`config.mk`:
```
export PLATFORM = sky130hd
export DESIGN_NAME = vga_palette_ctrl
export DESIGN_NICKNAME = d
export VERILOG_FILES = /design/src/rtl/vga_palette_ctrl.sv
export SDC_FILE = /design/constraint.sdc
export NUM_CORES = 1
export LEC_CHECK = 0
export CELL_PAD_IN_SITES_DETAIL_PLACEMENT = 0
export CELL_PAD_IN_SITES_GLOBAL_PLACEMENT = 1
export CORE_AREA = 2 2 68 70
export DETAILED_ROUTE_END_ITERATION = 10
export DIE_AREA = 0 0 70 72
export PLACE_DENSITY_LB_ADDON = 0.25
export SLEW_MARGIN = 10
export SYNTH_ARGS = -nofsm -noshare
export SYNTH_HDL_FRONTEND = slang
export SYNTH_SLANG_ARGS = --single-unit
```
`constraint.sdc`:
```
create_clock -name clk -period 3.8 [get_ports clk]
set_input_delay 0.76 -clock clk [delete_from_list [all_inputs] [get_ports clk]]
set_output_delay 0.76 -clock clk [all_outputs]
set_load 0.005 [all_outputs]
```
`src/rtl/vga_palette_ctrl.sv`:
```
// Two-entry RRRGGGBB palette in front of the VGA DAC, with a 2-stage pixel/sync pipeline.
// Palette updates are staged and only committed while no visible pixel is in flight.
module vga_palette_ctrl #(
  parameter logic [7:0] COLOR_0_RST = 8'h1C,
  parameter logic [7:0] COLOR_1_RST = 8'hFF
) (
  input  logic       clk,
  input  logic       reset_n,
  input  logic       data,
  input  logic       active,
  input  logic       vblank,
  input  logic       hsync_in,
  input  logic       vsync_in,
  input  logic       cfg_valid,
  input  logic       cfg_sel,
  input  logic [7:0] cfg_color,
  output logic       cfg_ready,
  output logic       pending,
  output logic [7:0] red,
  output logic [7:0] green,
  output logic [7:0] blue,
  output logic       hsync,
  output logic       vsync
);

  typedef enum logic [1:0] {
    S_IDLE   = 2'd0,
    S_WAIT   = 2'd1,
    S_COMMIT = 2'd2
  } state_t;

  state_t     state;
  state_t     next_state;
  logic       accept;
  logic       window;
  logic [7:0] pal0;
  logic [7:0] pal1;
  logic       stg_sel;
  logic [7:0] stg_color;
  logic       data_d1;
  logic       active_d1;
  logic       active_d2;
  logic       hsync_d1;
  logic       vsync_d1;
  logic [7:0] code;

  function automatic logic [23:0] expand(input logic [7:0] c);
    return {c[7:5], 5'b00000, c[4:2], 5'b00000, c[1:0], 6'b000000};
  endfunction

  // Config FSM next-state logic; the window excludes both pipeline stages holding a visible pixel.
  always_comb begin
    next_state = state;
    accept     = 1'b0;
    window     = vblank & ~active_d1 & ~active_d2;
    case (state)
      S_IDLE: begin
        if (cfg_valid) begin
          accept     = 1'b1;
          next_state = S_WAIT;
        end else begin
          next_state = S_IDLE;
        end
      end
      S_WAIT: begin
        if (window) begin
          next_state = S_COMMIT;
        end else begin
          next_state = S_WAIT;
        end
      end
      S_COMMIT: next_state = S_IDLE;
      default:  next_state = S_IDLE;
    endcase
  end

  // State register, registered handshake outputs and staging registers.
  always_ff @(posedge clk or negedge reset_n) begin
    if (!reset_n) begin
      state     <= S_IDLE;
      cfg_ready <= 1'b1;
      pending   <= 1'b0;
      stg_sel   <= 1'b0;
      stg_color <= 8'h00;
    end else begin
      state     <= next_state;
      cfg_ready <= (next_state == S_IDLE);
      pending   <= (next_state != S_IDLE);
      if (accept) begin
        stg_sel   <= cfg_sel;
        stg_color <= cfg_color;
      end
    end
  end

  // Palette storage, written only on leaving COMMIT.
  always_ff @(posedge clk or negedge reset_n) begin
    if (!reset_n) begin
      pal0 <= COLOR_0_RST;
      pal1 <= COLOR_1_RST;
    end else if (state == S_COMMIT) begin
      if (stg_sel) begin
        pal1 <= stg_color;
      end else begin
        pal0 <= stg_color;
      end
    end
  end

  assign code = data_d1 ? pal1 : pal0;

  // Two-stage pixel and sync pipeline.
  always_ff @(posedge clk or negedge reset_n) begin
    if (!reset_n) begin
      data_d1   <= 1'b0;
      active_d1 <= 1'b0;
      active_d2 <= 1'b0;
      hsync_d1  <= 1'b0;
      vsync_d1  <= 1'b0;
      hsync     <= 1'b0;
      vsync     <= 1'b0;
      red       <= 8'h00;
      green     <= 8'h00;
      blue      <= 8'h00;
    end else begin
      data_d1   <= data;
      active_d1 <= active;
      active_d2 <= active_d1;
      hsync_d1  <= hsync_in;
      vsync_d1  <= vsync_in;
      hsync     <= hsync_d1;
      vsync     <= vsync_d1;
      if (active_d1) begin
        {red, green, blue} <= expand(code);
      end else begin
        {red, green, blue} <= 24'h000000;
      end
    end
  end

endmodule

```
==> metrics.txt <==
Longest Clk Path Bufs 2; Synth-to-Final Area Change 21.0%; Seq/Total Area, Yosys 64.4%; Clock H-tree levels 2; Synth area leader dfrtp_1; number of DRC markers in iteration 0 21; global-route wire length before repair 4480 µm; Leak 0.928 nW; Crit Reg-Reg Startpoint state[0]; CP startpoint kind flip-flop; count of cell types in the netlist 15; reg-to-reg critical path endpoint pal0[1]; Port Buffers 28; Fmax 488 MHz; Worst Clk Skew 0.00783 ns; post-synthesis cell area 1730 µm²; I/O Pins 45; Total Routing Usage GR 11.8%; Worst-Skew Late Latency 0.29 ns; ranking of synthesized cells by area dfrtp_1 (46%), dfstp_2 (18%), mux2_2 (16%); layout cells sized above 1 32.9%; most frequent cells in the layout dfrtp_1 (32), clkdlybuf4s50_1 (27), mux2_2 (25); Worst-path clk slew 0.08 ns; Max Cap Viol 0; critical path's largest stage delay 0.52 ns; Post-Route WL 2720 µm; final instance area 2100 µm²; final setup fails 0; Slew HR 37.6%; Hold Vio Cnt, Final 0; Crit Path Category flip-flop to primary output; crit path time final 2.05 ns; Num CTS Buffers 5; die width 70 µm; Tcrit/Tclk final 53.9%; Setup Buffers After CTS 0; Avg Inst Size Synth 15.5 µm²; Slew Limit Fails 0; initial antenna violation count 0; drt pass-1 iters 2; gr busiest metal met2; Rows 24; DR vias/cell 4.44; Yosys reg bits 44; Worst EP required 3.04 ns; worst path bufs/invs 1; M3 GR Usage 4.31%; flop2flop setup slack 2.33 ns; Hold-fix buffers, CTS 0; worst slew pin tran 0.936 ns; global routing met1 resource utilization 15.0%; # resized after CTS 0; Ys Warns 0; status complete, no violations; # clock sinks 44; total grt overflow 0; Vert. Die Dim 72 µm; Die Footprint 5040 µm²; Slowest-stage cell, CP dfstp_2; largest vdd supply drop 0.240 mV; Max FO, Critical Path 1; largest net degree at the start of global routing 45; critical path cell sequence clkdlybuf4s50_1; met2 Use GR 18.9%; core area 4260 µm²; Final nets 162; Initial Util 40.6%; vias 879; Inserted Diodes 0; crit path from cfg_ready; post-detail-place hpwl 1800 µm; Post-Syn Instances 112; top-area cell type share of the netlist area 46.2%; # DRC 0; clock root cell clkbuf_8; CTS tree done; dpl cell area 2010 µm²; r2r worst-path depth 2; Power Dens Cells 601 nW/µm²; vias in the first global route 888; Worst path top cell family by delay flip-flops; post-route ant nets 0; Crit path depth 1; total negative setup slack 0 ns; WL per Instance 13.7 µm; HP Class flip-flop to flip-flop; CP endpoint kind primary output; RSZ-0062 raised after global routing no; GPL Wtd Cong 0.679; Critical Path AT 1.29 ns; Setup crit end cfg_ready; most common cell after layout, fill and taps aside dfrtp_1
## how the worst min path moves through the flow
stage	from	to	slack (ns)	cells after the start
floorplan	hsync_d1	hsync	0.33	0
global placement	vsync_d1	vsync	0.34	0
detailed placement	hsync_d1	hsync	0.34	0
CTS	hsync_d1	hsync	0.37	0
global route	hsync_d1	hsync	0.38	0
finish	hsync_d1	hsync	0.36	0
## Yosys cell counts
cell type  number
nor3b_4         1
dfstp_2        12
mux2i_1         8
a21oi_1         1
inv_1           1
nor3b_1         2
conb_1          1
o21bai_1        1
buf_2           2
nor2b_1         8
dfrtp_1        32
mux2_2         25
nand3b_2        1
and3b_2         1
buf_4          16
## registers in the layout, indices dropped and copies added (netlist names)
name and flops:
active_d1 1, green 3, stg_color 8, active_d2 1, red 3, blue 2, pending 1, vsync_d1 1
pal1 8, state 2, cfg_ready 1, stg_sel 1, hsync_d1 1, data_d1 1, vsync 1, pal0 8
hsync 1
## power by group
part           internal, mW  switching (mW)
registers             0.649          0.0744
clock network         0.148           0.145
logic                 0.167          0.0759
total                 0.965           0.295
## through the flow
stage	instances	hold WS (ns)	worst slack (ns)	total power, mW	util [%]
after floorplan	127	0.331	2.23	0.882	-
after global placement	190	0.342	1.70	0.967	47.1
after detailed placement	190	0.345	1.67	0.983	47.1
after CTS	198	0.366	1.74	1.28	49.2
after global routing	198	0.379	1.71	1.34	49.2
final	198	0.361	1.75	1.26	49.2
## kinds of logic after synthesis
kind of cell	after synthesis	share of synthesized area, %
buffers and inverters	19	7.73
DFF	44	64.4
other	1	0.216
and+or+nand+nor	13	6.06
AOI/OAI and AO/OA	2	0.722
muxes	33	20.9
## final cells by class
cell class / count / area [µm²]
clock buffer: 8 / 90.1
multi-input combinational: 64 / 539
fill: 374 / 2170
timing repair buffer: 29 / 283
tap: 52 / 65.1
sequential: 44 / 1120
inverter: 1 / 3.75
## metal layers
| metal | share of wire, % | vias to the layer above | wire, µm |
|---|---|---|---|
| met3 | 5.1 | 5 | 138 |
| met5 | 0 | - | 0 |
| met1 | 44 | 433 | 1190 |
| li1 | - | 415 | - |
| met4 | 1.1 | 0 | 31 |
| met2 | 50 | 26 | 1360 |
Power figures use the tool's default switching activity.
